<file path="src/rtl/exec_pkg.sv">
// exec_pkg: opcodes, FSM state encoding and default widths shared by the exec unit
package exec_pkg;
  localparam int WIDTH_DEF   = 32;
  localparam int RADDR_W_DEF = 3;
  localparam logic [2:0] OP_ADD = 3'b000;
  localparam logic [2:0] OP_SUB = 3'b001;
  localparam logic [2:0] OP_AND = 3'b010;
  localparam logic [2:0] OP_OR  = 3'b011;
  localparam logic [2:0] OP_SLT = 3'b100;
  localparam logic [2:0] OP_MUL = 3'b101;
  typedef enum logic [1:0] {S_IDLE = 2'd0, S_EXEC = 2'd1, S_DONE = 2'd2} state_e;
  function automatic logic is_reserved(input logic [2:0] op);
    return op[2] & op[1];
  endfunction
endpackage

</file>
<file path="src/rtl/exec_if.sv">
// exec_if: issue port and register-file write-back port of the exec unit
interface exec_if import exec_pkg::*; #(
  parameter int WIDTH   = WIDTH_DEF,
  parameter int RADDR_W = RADDR_W_DEF
);
  logic               start;
  logic [2:0]         op;
  logic [RADDR_W-1:0] dest_reg;
  logic [WIDTH-1:0]   src_a;
  logic [WIDTH-1:0]   src_b;
  logic               busy;
  logic [RADDR_W-1:0] write_reg;
  logic [WIDTH-1:0]   write_data;
  logic               reg_write;
  modport master (output start, op, dest_reg, src_a, src_b,
                  input  busy, write_reg, write_data, reg_write);
  modport slave  (input  start, op, dest_reg, src_a, src_b,
                  output busy, write_reg, write_data, reg_write);
endinterface

</file>
<file path="src/rtl/mul_seq.sv">
// mul_seq: shift-add multiplier datapath, one multiplier bit consumed per step
module mul_seq import exec_pkg::*; #(
  parameter int WIDTH = WIDTH_DEF
) (
  input  logic             clk,
  input  logic             rst_n,
  input  logic             load_i,
  input  logic             step_i,
  input  logic [WIDTH-1:0] a_i,
  input  logic [WIDTH-1:0] b_i,
  output logic [WIDTH-1:0] acc_nxt_o
);
  logic [WIDTH-1:0] acc_q, mcand_q, mplier_q;
  // exposing the post-step sum lets the final step's result be written directly
  assign acc_nxt_o = acc_q + (mplier_q[0] ? mcand_q : '0);
  always_ff @(posedge clk or negedge rst_n) begin
    if (!rst_n) begin
      acc_q    <= '0;
      mcand_q  <= '0;
      mplier_q <= '0;
    end else if (load_i) begin
      acc_q    <= '0;
      mcand_q  <= a_i;
      mplier_q <= b_i;
    end else if (step_i) begin
      acc_q    <= acc_nxt_o;
      mcand_q  <= mcand_q << 1;
      mplier_q <= mplier_q >> 1;
    end
  end
endmodule

</file>
<file path="src/rtl/exec_unit.sv">
// exec_unit: single-issue ALU with a sequential multiplier and register-file write-back
module exec_unit import exec_pkg::*; #(
  parameter int WIDTH   = WIDTH_DEF,
  parameter int RADDR_W = RADDR_W_DEF
) (
  input logic   clk,
  input logic   rst_n,
  exec_if.slave bus
);
  localparam int CW = $clog2(WIDTH);
  state_e             state_q, state_d;
  logic [CW-1:0]      cnt_q, cnt_d;
  logic [2:0]         op_q;
  logic [RADDR_W-1:0] dest_q, wreg_q;
  logic [WIDTH-1:0]   a_q, b_q, wdata_q, result, mul_acc;
  logic               wen_q, load, step, is_mul, last;
  assign is_mul = op_q == OP_MUL;
  assign last   = cnt_q == CW'(WIDTH - 1);
  assign load   = state_q == S_IDLE && bus.start;
  assign step   = state_q == S_EXEC && is_mul;
  always_comb begin
    state_d = state_q == S_IDLE ? (bus.start ? S_EXEC : S_IDLE) :
              state_q == S_EXEC ? (is_reserved(op_q) ? S_IDLE : (!is_mul || last) ? S_DONE : S_EXEC) :
              S_IDLE;
    cnt_d   = load ? '0 : step ? cnt_q + 1'b1 : cnt_q;
    result  = op_q == OP_ADD ? a_q + b_q :
              op_q == OP_SUB ? a_q - b_q :
              op_q == OP_AND ? a_q & b_q :
              op_q == OP_OR  ? a_q | b_q :
              op_q == OP_SLT ? {{(WIDTH-1){1'b0}}, $signed(a_q) < $signed(b_q)} :
              mul_acc;
  end
  mul_seq #(.WIDTH(WIDTH)) u_mul (
    .clk(clk), .rst_n(rst_n), .load_i(load), .step_i(step),
    .a_i(bus.src_a), .b_i(bus.src_b), .acc_nxt_o(mul_acc)
  );
  always_ff @(posedge clk or negedge rst_n) begin
    if (!rst_n) begin
      state_q <= S_IDLE;
      cnt_q   <= '0;
      op_q    <= '0;
      dest_q  <= '0;
      a_q     <= '0;
      b_q     <= '0;
      wdata_q <= '0;
      wreg_q  <= '0;
      wen_q   <= 1'b0;
    end else begin
      state_q <= state_d;
      cnt_q   <= cnt_d;
      if (load) begin
        op_q   <= bus.op;
        dest_q <= bus.dest_reg;
        a_q    <= bus.src_a;
        b_q    <= bus.src_b;
      end
      // write port is registered so it is valid for the whole DONE cycle
      if (state_d == S_DONE) begin
        wdata_q <= result;
        wreg_q  <= dest_q;
      end
      wen_q <= state_d == S_DONE;
    end
  end
  assign bus.busy       = state_q != S_IDLE;
  assign bus.reg_write  = wen_q;
  assign bus.write_data = wdata_q;
  assign bus.write_reg  = wreg_q;
endmodule

</file>
<file path="src/flat_wrapper.sv">
// flat-port wrapper written by rule: the top's interface ports become plain ports
module exec_unit_flat import exec_pkg::*;
#(
  parameter int WIDTH   = WIDTH_DEF,
  parameter int RADDR_W = RADDR_W_DEF
)
  (clk, rst_n, bus_start, bus_op, bus_dest_reg, bus_src_a, bus_src_b, bus_busy, bus_write_reg, bus_write_data, bus_reg_write);
  exec_if #(.WIDTH(WIDTH), .RADDR_W(RADDR_W)) bus_i ();
  input logic clk;
  input logic rst_n;
  input wire logic [$bits(bus_i.start)-1:0] bus_start;
  input wire logic [$bits(bus_i.op)-1:0] bus_op;
  input wire logic [$bits(bus_i.dest_reg)-1:0] bus_dest_reg;
  input wire logic [$bits(bus_i.src_a)-1:0] bus_src_a;
  input wire logic [$bits(bus_i.src_b)-1:0] bus_src_b;
  output wire logic [$bits(bus_i.busy)-1:0] bus_busy;
  output wire logic [$bits(bus_i.write_reg)-1:0] bus_write_reg;
  output wire logic [$bits(bus_i.write_data)-1:0] bus_write_data;
  output wire logic [$bits(bus_i.reg_write)-1:0] bus_reg_write;
  assign bus_i.start = bus_start;
  assign bus_i.op = bus_op;
  assign bus_i.dest_reg = bus_dest_reg;
  assign bus_i.src_a = bus_src_a;
  assign bus_i.src_b = bus_src_b;
  assign bus_busy = bus_i.busy;
  assign bus_write_reg = bus_i.write_reg;
  assign bus_write_data = bus_i.write_data;
  assign bus_reg_write = bus_i.reg_write;
  exec_unit #(.WIDTH(WIDTH), .RADDR_W(RADDR_W)) u_core (.clk(clk), .rst_n(rst_n), .bus(bus_i));
endmodule
</file>
<file path="config.mk">
export PLATFORM = sky130hd
export DESIGN_NAME = exec_unit_flat
export DESIGN_NICKNAME = d
export VERILOG_FILES = /design/src/rtl/exec_pkg.sv /design/src/rtl/exec_if.sv /design/src/rtl/mul_seq.sv /design/src/rtl/exec_unit.sv /design/src/flat_wrapper.sv
export SDC_FILE = /design/constraint.sdc
export NUM_CORES = 1
export LEC_CHECK = 0
export CORE_UTILIZATION = 60
export DETAILED_ROUTE_END_ITERATION = 7
export PLACE_DENSITY = 0.82
export SYNTH_ARGS = -nofsm -noshare
export SYNTH_HDL_FRONTEND = slang
export SYNTH_SLANG_ARGS = --single-unit
</file>
<file path="constraint.sdc">
create_clock -name clk -period 4.7 [get_ports clk]
set_input_delay 0.705 -clock clk [delete_from_list [all_inputs] [get_ports clk]]
set_output_delay 0.705 -clock clk [all_outputs]
set_load 0.01 [all_outputs]
</file>
Word level (Yosys, flattened, before mapping)
Index checks and enable logic that the tools add are counted.
{"block": "classes", "n_addsub": 4, "magnitude_cmp": 1, "eq_ne": 8, "muxes": 19, "bitwise": 3, "n_reduce_logical": 8}
{"cell": "32-bit 2-to-1 mux", "count": 12}
{"cell": "32-bit adder", "count": 2}
{"cell": "32-bit bitwise AND", "count": 1}
{"cell": "32-bit less-than comparator", "count": 1}
{"cell": "32-bit bitwise OR", "count": 1}
{"cell": "32-bit subtractor", "count": 1}
{"cell": "5-bit 2-to-1 mux", "count": 2}
{"cell": "2-bit 2-to-1 mux", "count": 4}
{"cell": "3-bit by 2-bit equality test with 1-bit output (second input constant)", "count": 2}
{"cell": "3-bit equality test (second input constant)", "count": 2}
{"cell": "5-bit by 1-bit adder with 5-bit output (second input constant)", "count": 1}
{"cell": "5-bit equality test (second input constant)", "count": 1}
{"cell": "2-bit nonzero test", "count": 2}
{"cell": "3-bit by 1-bit equality test with 1-bit output (second input constant)", "count": 1}
{"cell": "3-bit zero test", "count": 1}
{"cell": "2-bit by 1-bit equality test with 1-bit output (second input constant)", "count": 1}
{"cell": "2-bit equality test (second input constant)", "count": 1}
{"cell": "1-bit logical AND", "count": 2}
{"cell": "2-bit zero test", "count": 1}
{"cell": "1-bit bitwise AND", "count": 1}
{"cell": "1-bit zero test", "count": 1}
{"cell": "1-bit logical OR", "count": 1}
{"cell": "1-bit 2-to-1 mux", "count": 1}
{"block": "totals", "ff_bits": 209, "input_bits": 73, "output_inout_bits": 37, "wordCells": 55}

Logic depth before layout (Yosys ltp)
Gate-level depths: netlist of the first run.
{"block": "logic_depth", "ltp_word": 8, "depth_mapped": 15, "ltp_nobuf": 14}

Modules after synthesis
A second synthesis of the first run with hierarchy kept.
{"block": "unflattened", "cells_unflattened": 1914, "hier_area_um2": 15746.4}
{"mod": "exec_unit", "n_inst": 1, "cells_each": 1198, "area_per_inst_um2": 9290.2, "seq_area_each_um2": 2827.7}
{"mod": "mul_seq", "n_inst": 1, "cells_each": 716, "area_per_inst_um2": 6456.2, "seq_area_each_um2": 2402.3}

Worst setup path after synthesis of the first run
No wires, ideal clock.
{"block": "synth_timing", "path_type": "reg2reg", "start": "register u_core.u_mul.mplier_q[0]", "end": "register u_core.wdata_q[27], in the netlist u_core.bus.write_data[27]", "setup_ns": 0.121, "t_arrival_ns": 3.171, "t_required_ns": 4.579, "path_slack_ns": 1.408, "stages_incl_launch_ff": 15, "n_path_buf": 2, "period_less_slack_ns": 3.292, "cell_sequence": "dfrtp_1 clkbuf_1 and2_1 ha_1 buf_2 a21oi_2 o21ai_1 a2111oi_2 a21oi_1 or2_1 or4_1 a31oi_1 xor2_1 o221ai_1 a22o_1"}
{"block": "synth_between", "elab_chain_cells": 7}
{"element": "from (decl)", "line": "mul_seq.sv:13", "source": "logic [WIDTH-1:0] acc_q, mcand_q, mplier_q;"}
{"element": "from (signal assigned)", "line": "mul_seq.sv:24", "source": "mplier_q <= b_i;"}
{"element": "from (signal assigned)", "line": "mul_seq.sv:28", "source": "mplier_q <= mplier_q >> 1;"}
{"element": "32-bit 2-to-1 mux", "line": "mul_seq.sv:15", "source": "assign acc_nxt_o = acc_q + (mplier_q[0] ? mcand_q : '0);"}
{"element": "32-bit adder", "line": "mul_seq.sv:15"}
{"element": "32-bit 2-to-1 mux", "line": "exec_unit.sv:30", "source": "op_q == OP_SLT ? {{(WIDTH-1){1'b0}}, $signed(a_q) < $signed(b_q)} :"}
{"element": "32-bit 2-to-1 mux", "line": "exec_unit.sv:29", "source": "op_q == OP_OR ? a_q | b_q :"}
{"element": "32-bit 2-to-1 mux", "line": "exec_unit.sv:28", "source": "op_q == OP_AND ? a_q & b_q :"}
{"element": "32-bit 2-to-1 mux", "line": "exec_unit.sv:27", "source": "op_q == OP_SUB ? a_q - b_q :"}
{"element": "32-bit 2-to-1 mux", "line": "exec_unit.sv:26", "source": "result = op_q == OP_ADD ? a_q + b_q :"}
{"element": "to (signal assigned)", "line": "exec_unit.sv:59", "source": "wdata_q <= result;"}
{"element": "to (decl)", "line": "exec_unit.sv:15", "source": "logic [WIDTH-1:0] a_q, b_q, wdata_q, result, mul_acc;"}
Every way passes these cells.
A chain may end at the register's enable or synchronous reset.

Final worst setup path of the first run
{"block": "layout_timing", "start": "register u_core.u_mul.mplier_q[0]", "end": "register u_core.wdata_q[26], in the netlist u_core.bus.write_data[26]"}
Same word-level chain as after synthesis.

==> results.json, run 1 <==
{
  "grt_usage_pct": 36.64,
  "worst-path-max-fanout": 33,
  "status": "finished, final reports clean",
  "ir_drop_mv": 0.4682,
  "synth-edff-count": 0,
  "n_fill_cell": 1936,
  "avgSynthCellArea_um2": 8.419,
  "rows": 56,
  "ys.flop_type": "dfrtp_1",
  "portBuffers": 109,
  "final_cells": 2106,
  "setup_viol": 0,
  "vias": 13100,
  "dp_hpwl_um": 32960,
  "crit_required_ns": 5.11,
  "yosysUniqueCellTypes": 76,
  "grt_pass1_wl_um": 69150,
  "routed_wirelength_um": 44750,
  "ff2ff_path_depth": 14,
  "cts_tree": "done",
  "slew_viol_final": 0,
  "netlist_area_mm2": 0.01441,
  "async_flop_share_pct": 100.0,
  "setup-tns-final_ns": 0,
  "cts_hold_buffers": 0,
  "max_clock_freq_ghz": 0.2393,
  "hold_path.class": "in2async",
  "ctsLongestPathBuffers": 3,
  "p_per_area_mw_per_mm2": 806.8,
  "die-area_mm2": 0.02464,
  "crit_type": "reg2reg",
  "dpl_worst_slack_ns": 0.5621,
  "h-tree-depth": 1,
  "worstMarginPinSlew_ns": 1.041,
  "cts-root-buf": "clkbuf_16",
  "reg2reg_from": "u_core.u_mul.mplier_q[0]",
  "worstReg2RegEnd": "u_core.bus.write_data[26]",
  "dp_cells": 2062,
  "wl_per_cell_um": 21.25,
  "ant_nets": 0,
  "ys_warn_count": 0,
  "diodes": 0,
  "fp.dieW_um": 157.0,
  "synth_seq_area_share_pct": 36.29,
  "p_leak_nw": 7.592,
  "skew_ns": 0.01608,
  "drc": 0,
  "startpoint_type": "register",
  "synth_seq_cells": 209,
  "setup_ws_ns": 0.5206,
  "layout-drive-gt1-share_pct": 4.813,
  "place_congestion": 0.9583,
  "maxCapViolCount": 0,
  "synth.net_count": 1917,
  "netlist_instances": 1712,
  "core-area_mm2": 0.02354,
  "io_pins": 110,
  "area_growth_pct": 14.89,
  "post-route-period-util_pct": 88.92,
  "postCtsSetupRepairBufs": 0,
  "grt_pass1_vias": 12427,
  "vias_per_cell": 6.220,
  "cp-endpoint": "u_core.bus.write_data[26]",
  "first_pass_iters": 6,
  "arrival_ns": 4.59,
  "fp.dieH_um": 157.0,
  "start_util_pct": 61.22,
  "gr-total-overflow": 0,
  "drt_iter0_markers": 1455,
  "clkLatencyLatePin_ns": 0.55,
  "hold_violations": 0,
  "ctsResizeCount": 0,
  "final_nets": 1974,
  "r2r_slack_ns": 0.52,
  "layout_min_cycle_time_ns": 4.179,
  "grt_max_degree": 86,
  "end_kind": "register",
  "antenna_found_initial": 2,
  "max_slew_margin_pct": 30.14,
  "cts.sinks": 209,
  "rsz0062_at_grt": "no",
  "cts_made_buffers": 24,
  "cp-startpoint": "u_core.u_mul.mplier_q[0]",
  "path_clk_slew_ns": 0.06
}
how the worst min path moves through the flow:
stage / to / from / slack [ns] / cells past startpoint
2_1_floorplan: u_core.a_q[0] / rst_n / 0.41 / 0
3_3_place_gp: u_core.bus.write_reg[2] / u_core.dest_q[2] / 0.45 / 2
3_5_place_dp: u_core.bus.write_data[12] / u_core.bus.write_data[12] / 0.46 / 2
4_1_cts: u_core.bus.reg_write / rst_n / 0.23 / 1
5_1_grt: u_core.u_mul.mcand_q[27] / rst_n / 0.25 / 1
6_report: u_core.dest_q[1] / rst_n / 0.20 / 1
where the power goes:
part	internal [mW]	switching [mW]
Sequential	2.56	0.686
Combinational	3.04	5.06
Clock	1.23	0.791
Total	6.83	6.53
per-layer routing:
metal  track usage (%)  wire length (µm)  vias to the layer above
met4             10.32              1146                        0
met1             53.26             20180                     6331
met3             8.838              4390                       87
met5                 0                 0                        -
li1                  -                 -                     6109
met2             53.97             19040                      573
layout make-up:
type | instances | area (µm²) | area share (%)
clock buffer | 33 | 674.4 | 4.073
sequential | 209 | 5231 | 31.59
clock inverter | 11 | 172.7 | 1.043
timing repair buffer | 127 | 1267 | 7.655
tap | 319 | 399.1 | 2.410
inverter | 113 | 424.2 | 2.562
multi-input combinational | 1294 | 8389 | 50.66
cells by family (layout without fill, tap and decap cells):
kind of cell | count (synthesis) | in the layout | synth area share, %
xor+xnor | 68 | 68 | 4.132
mux | 51 | 51 | 3.637
compound gates | 536 | 536 | 23.05
flops | 209 | 209 | 36.29
buf+inv | 209 | 284 | 5.599
simple gates | 507 | 507 | 15.68
fa+ha+maj | 132 | 132 | 11.62
cells in the mapped netlist (6+ instances only):
master | instances | area, µm²
nand2b_1 | 10 | 62.56
xor2_1 | 27 | 236.5
clkbuf_1 | 74 | 277.8
buf_1 | 10 | 37.54
o21ai_0 | 208 | 1041
a221o_1 | 6 | 60.06
a222oi_1 | 6 | 60.06
a31oi_1 | 14 | 87.58
o21a_1 | 9 | 67.56
o221ai_1 | 16 | 140.1
nor4_1 | 6 | 37.54
ha_1 | 129 | 1614
xnor2_1 | 41 | 359.1
o211ai_1 | 13 | 97.59
nor2b_1 | 19 | 118.9
o21bai_1 | 18 | 135.1
nand2_1 | 230 | 863.3
a21oi_1 | 116 | 580.6
o21ai_1 | 7 | 35.03
buf_2 | 9 | 45.04
a21o_1 | 25 | 187.7
and2_1 | 33 | 206.5
nor3_1 | 17 | 85.08
dfrtp_1 | 209 | 5230
mux2i_1 | 49 | 490.5
o22ai_1 | 14 | 87.58
nor2_1 | 104 | 390.4
inv_1 | 109 | 409.1
a211oi_1 | 15 | 112.6
nand3_1 | 59 | 295.3
o31ai_1 | 13 | 97.59
through the flow:
stage,hold slack [ns],area [µm²],total power [mW],utilization [%]
floorplan,0.4094,14410,8.570,-
global placement,0.4502,15710,10.87,66.74
detailed placement,0.4582,15710,11.03,66.74
CTS,0.2256,16560,13.11,70.33
global route,0.2469,16560,14.18,70.33
finish,0.1965,16560,13.36,70.33
cells in the final DEF, fill, tap and decap left out, types with 9 or more instances in the layout:
cell and instances:
nand2_1 230, o21ai_0 208, dfrtp_1 208, ha_1 129, a21oi_1 116, inv_1 109
clkdlybuf4s50_1 108, nor2_1 104, nand3_1 58, mux2i_1 49, xnor2_1 41, and2_1 32
xor2_1 27, a21o_1 25, clkbuf_16 24, nor2b_1 19, o21bai_1 18, nor3_1 16
o221ai_1 16, a211oi_1 15, buf_4 15, a31oi_1 14, o22ai_1 14, o211ai_1 13
o31ai_1 13, nand2b_1 10, o21a_1 9
critical path: stages, from the launching register on:
cell and delay, ns:
dfrtp_1 0.94, and2_1 0.24, ha_1 0.19, inv_1 0.07, fa_1 0.42, nand2b_1 0.18, a211oi_1 0.30, o21ba_2 0.22
o211ai_1 0.16, a31oi_1 0.45, nor2_1 0.14, o21bai_1 0.18, xor2_1 0.13, a222oi_1 0.33, o21ai_1 0.12
Power figures use the tool's default switching activity.
==> run 2: changes to the inputs <==
Settings changed: CORE_UTILIZATION 60 to 35, PLACE_DENSITY 0.82 to not set.
==> run 2 against run 1 <==
  * Non-clock buffer count grew 3
  * Sequential share of layout area fell by 0.51 points
  * Largest power group unchanged
  * Largest cell class unchanged
  * Clock skew barely moved
  * Routed wire length up 4.9%
  * Via count is 2.8% lower
  * Design area is 1.6% higher
  * Highest routed layer is now met5
  * Global-route usage is 14 points lower
  * Count of clock-buffer cells in the layout up 5
  * Total power decreased by 0.44%
  * Register-to-register slack better by 0.11 ns
  * Critical path depth stayed put
==> results.json, run 2 (synthesized netlist as in run 1, its figures left out) <==
{
  "status": "finished, final reports clean",
  "io_pins": 110,
  "die-area_mm2": 0.04199,
  "start_util_pct": 35.86,
  "multi_input_area_mm2": 0.008394,
  "grt_pass1_wl_um": 72730,
  "fp.dieH_um": 204.9,
  "worstMarginPinSlew_ns": 1.002,
  "grt_usage_pct": 22.40,
  "portBuffers": 109,
  "area_growth_pct": 16.76,
  "hold_ws_ns": 0.1570,
  "rows": 73,
  "cts_hold_buffers": 0,
  "h-tree-depth": 1,
  "cts_tree": "done",
  "p_leak_nw": 7.608,
  "first_pass_iters": 7,
  "ctsResizeCount": 0,
  "gr-total-overflow": 0,
  "drc": 0,
  "grt_max_degree": 95,
  "postCtsSetupRepairBufs": 0,
  "layout_min_cycle_time_ns": 4.070,
  "n_fill_cell": 4064,
  "maxCapViolCount": 0,
  "crit_required_ns": 5.12,
  "clkLatencyLatePin_ns": 0.55,
  "antenna_found_initial": 1,
  "dp_hpwl_um": 35590,
  "setup_viol": 0,
  "max_stage_delay_ns": 0.95,
  "ir_drop_mv": 0.3404,
  "cts-root-buf": "clkbuf_16",
  "crit_chain": "and2_1 > ha_1 > inv_1 > fa_1 > nand2b_1 > a211oi_1 > o21ba_2 > o211ai_1 > a31oi_1 > nor2_1 > o21bai_1 > xor2_1 > a222oi_1 > o21ai_1",
  "layout-drive-gt1-share_pct": 5.143,
  "cp_slowest_cell": "dfrtp_1",
  "worst-path-max-fanout": 33,
  "mostFrequentLayoutCells": "228 x nand2_1, 208 x o21ai_0, 208 x dfrtp_1",
  "p_total_mw": 13.30,
  "core-area_mm2": 0.04019,
  "post-route-period-util_pct": 86.60,
  "cts_made_buffers": 25,
  "routed_wirelength_um": 46950,
  "cts.sinks": 209,
  "crit_type": "reg2reg",
  "reg2reg_from": "u_core.u_mul.mplier_q[0]",
  "ctsLongestPathBuffers": 3,
  "slew_viol_final": 0,
  "wl_per_cell_um": 20.28,
  "hold_violations": 0,
  "place_congestion": 0.9265,
  "ant_nets": 0,
  "cp-startpoint": "u_core.u_mul.mplier_q[0]",
  "arrival_ns": 4.49,
  "final_nets": 1978,
  "grt_pass1_vias": 12372,
  "end_kind": "register",
  "max_slew_margin_pct": 32.81,
  "drt_iter0_markers": 1123,
  "startpoint_type": "register",
  "skew_ns": 0.01623,
  "max_clock_freq_ghz": 0.2457,
  "vias_per_cell": 5.498,
  "setup-tns-final_ns": 0,
  "fp.dieW_um": 204.9,
  "p_per_area_mw_per_mm2": 790.4,
  "path_clk_slew_ns": 0.06,
  "rsz0062_at_grt": "no",
  "hold_path.class": "in2async",
  "final_common_cell": "nand2_1",
  "vias": 12729,
  "regArea_mm2": 0.005231
}
-- run 2: cell types whose count changed in the layout (fill, tap and decap cells not counted), moves of 2 or more --
cell / previous run / this run
nand2_2: 0 / 2
clkbuf_8: 5 / 10
clkbuf_1: 5 / 3
nand2_1: 230 / 228
bufinv_16: 4 / 1
buf_4: 15 / 18
-- run 2: critical path: cells and delay by family, from the launching register on --
family	cells	cell delay (ns)
compound gates	7	1.65
flops	1	0.95
fa+ha+maj	2	0.61
simple gates	3	0.55
xor+xnor	1	0.11
buf+inv	1	0.07
-- run 2: cell type report --
| cell class | count | area share [%] |
|---|---|---|
| Clock inverter | 5 | 0.3197 |
| Tap cell | 525 | 3.903 |
| Sequential cell | 209 | 31.09 |
| Antenna cell | 1 | 0.01487 |
| Inverter | 113 | 2.520 |
| Timing Repair Buffer | 130 | 7.673 |
| Clock buffer | 38 | 4.602 |
| Multi-Input combinational cell | 1294 | 49.88 |
-- run 2: power by group --
group	total, mW	switching [mW]	internal [mW]
logic	8.08	5.02	3.06
clock network	1.98	0.799	1.18
registers	3.24	0.678	2.56
-- run 2: per-stage QoR --
stage          setup WS, ns  instance area, µm²  std cells  utilization (%)
6_report             0.6300               16830       2315            41.87
5_1_grt              0.2040               16830       2314            41.87
4_1_cts              0.6738               16830       2314            41.87
3_5_place_dp         0.6925               16000       2271            39.81
3_3_place_gp         0.7794               16000       2271            39.81
2_1_floorplan         1.408               14410       1712                -
-- run 2: layer usage --
metal / vias to the layer above / global-route usage, % / part of all wire (%)
li1: 6117 / - / -
met1: 6138 / 33.54 / 48
met2: 409 / 33.04 / 42
met3: 63 / 3.373 / 7.4
met4: 2 / 6.323 / 2.4
met5: - / 0 / 0.028
-- run 2: final timing paths --
check / to / slack (ns) / cells past startpoint
min: u_core.bus.write_reg[1] / 0.16 / 1
min in group clk: u_core.bus.write_reg[1] / 0.47 / 2
min reg2reg: u_core.bus.write_reg[1] / 0.47 / 2
max: u_core.bus.write_data[26] / 0.63 / 14
max in group asynchronous: u_core.op_q[0] / 3.56 / 2
max reg2reg: u_core.bus.write_data[26] / 0.63 / 14
==> run 3: changes to the inputs <==
Settings changed: SETUP_SLACK_MARGIN set to 0.4.
==> run 3 against run 2 <==
  * First-iteration DRC count unchanged
  * Clock power about the same
  * Combinational power about the same
  * Routed wire length about the same
  * Highest routed layer unchanged
  * Via count about the same
==> results.json, run 3 (synthesized netlist as in run 1, its figures left out) <==
{
  "status": "finished, final reports clean",
  "maxCapViolCount": 0,
  "hold_path.class": "in2async",
  "slew_viol_final": 0,
  "rsz0062_at_grt": "no",
  "cts_made_buffers": 25,
  "crit_required_ns": 5.12,
  "start_util_pct": 35.86,
  "fp.dieH_um": 204.9,
  "worst-path-max-fanout": 9,
  "reg2reg_from": "u_core.b_q[7]",
  "grt_max_degree": 95,
  "worstMarginPinSlew_ns": 1.003,
  "worstReg2RegEnd": "u_core.bus.write_data[31]",
  "final_common_cell": "nand2_1",
  "ff2ff_path_depth": 13,
  "cts-root-buf": "clkbuf_16",
  "dpl_worst_slack_ns": 0.6925,
  "postLayoutCoreUtil_pct": 41.88,
  "wl_per_cell_um": 20.29,
  "p_leak_nw": 7.607,
  "ir_drop_mv": 0.3423,
  "cts_tree": "done",
  "setup_viol": 0,
  "ctsResizeCount": 0,
  "gr-total-overflow": 0,
  "layout-drive-gt1-share_pct": 5.198,
  "antenna_found_initial": 1,
  "drt_iter0_markers": 1123,
  "path_clk_slew_ns": 0.06,
  "first_pass_iters": 7,
  "portBuffers": 109,
  "max_slew_margin_pct": 32.70,
  "vias_per_cell": 5.497,
  "grt_usage_pct": 22.40,
  "routed_wirelength_um": 46980,
  "hold_violations": 0,
  "grt_pass1_wl_um": 72730,
  "setup_ws_ns": 0.7647,
  "grt_pass1_vias": 12372,
  "cts.sinks": 209,
  "clkLatencyLatePin_ns": 0.55,
  "r2r_slack_ns": 0.76,
  "startpoint_type": "register",
  "post-route-period-util_pct": 83.73,
  "postCtsSetupRepairBufs": 0,
  "core-area_mm2": 0.04019,
  "p_total_mw": 13.30,
  "cts_hold_buffers": 0,
  "setup-tns-final_ns": 0,
  "rows": 73,
  "mostFrequentLayoutCells": "228 x nand2_1, 208 x o21ai_0, 207 x dfrtp_1",
  "crit_type": "reg2reg",
  "skew_ns": 0.01623,
  "drc": 0,
  "place_congestion": 0.9265,
  "arrival_ns": 4.35,
  "h-tree-depth": 1,
  "ant_nets": 0,
  "io_pins": 110,
  "dp_hpwl_um": 35590,
  "vias": 12726,
  "end_kind": "register",
  "area_growth_pct": 16.77,
  "die-area_mm2": 0.04199,
  "ctsLongestPathBuffers": 3,
  "max_clock_freq_ghz": 0.2541,
  "layout_min_cycle_time_ns": 3.935,
  "final_nets": 1978,
  "p_per_area_mw_per_mm2": 790.6,
  "fp.dieW_um": 204.9
}
run 3: area by class of cell:
class	instances	area [µm²]
diodes	1	2.502
clock buffers	38	774.5
clock inverters	5	53.80
fillers	4063	23360
inverters	113	424.2
multi-input cells	1294	8394
flip-flops and latches	209	5233
well taps	525	656.9
repair buffers	130	1291
run 3: worst max path at each step:
stage | start | to | slack, ns | cells past startpoint
floorplan | u_core.u_mul.mplier_q[0] | u_core.bus.write_data[27] | 1.41 | 14
global placement | u_core.u_mul.mplier_q[0] | u_core.bus.write_data[26] | 0.78 | 14
detailed placement | u_core.u_mul.mplier_q[0] | u_core.bus.write_data[26] | 0.69 | 14
CTS | u_core.u_mul.mplier_q[0] | u_core.bus.write_data[30] | 0.67 | 14
global route | u_core.u_mul.mplier_q[0] | u_core.bus.write_data[22] | 0.53 | 14
finish | u_core.b_q[7] | u_core.bus.write_data[31] | 0.76 | 13
run 3: report_power, final:
part / switching, mW / total, mW / internal, mW / leakage (nW)
Clock: 0.800 / 1.98 / 1.18 / 0.414
Sequential: 0.678 / 3.24 / 2.56 / 2.63
Combinational: 5.02 / 8.09 / 3.06 / 4.56
Total: 6.50 / 13.3 / 6.80 / 7.61
run 3: stage by stage:
stage | instance area (µm²) | hold WS, ns | cells
2_1_floorplan | 14410 | 0.4094 | 1712
3_3_place_gp | 16000 | 0.4539 | 2271
3_5_place_dp | 16000 | 0.4629 | 2271
4_1_cts | 16830 | 0.1967 | 2314
5_1_grt | 16830 | 0.2290 | 2314
6_report | 16830 | 0.1568 | 2315
run 3: layer usage:
| layer | vias to the layer above | GRT usage [%] | wire length (µm) |
|---|---|---|---|
| met1 | 6142 | 33.54 | 22650 |
| li1 | 6117 | - | - |
| met3 | 63 | 3.373 | 3385 |
| met5 | - | 0 | 13 |
| met2 | 402 | 33.04 | 19780 |
| met4 | 2 | 6.323 | 1150 |
run 3: critical path, stage by stage (launching register included):
cell,delay [ns]
dfrtp_1,0.35
inv_1,0.08
ha_1,0.42
nor4_1,0.38
o21ai_0,0.16
o21ai_1,0.16
o21ai_1,0.11
buf_4,0.17
or3_1,0.42
a2111oi_0,0.80
o32ai_1,0.23
xor2_1,0.18
a211oi_1,0.25
o22ai_1,0.09
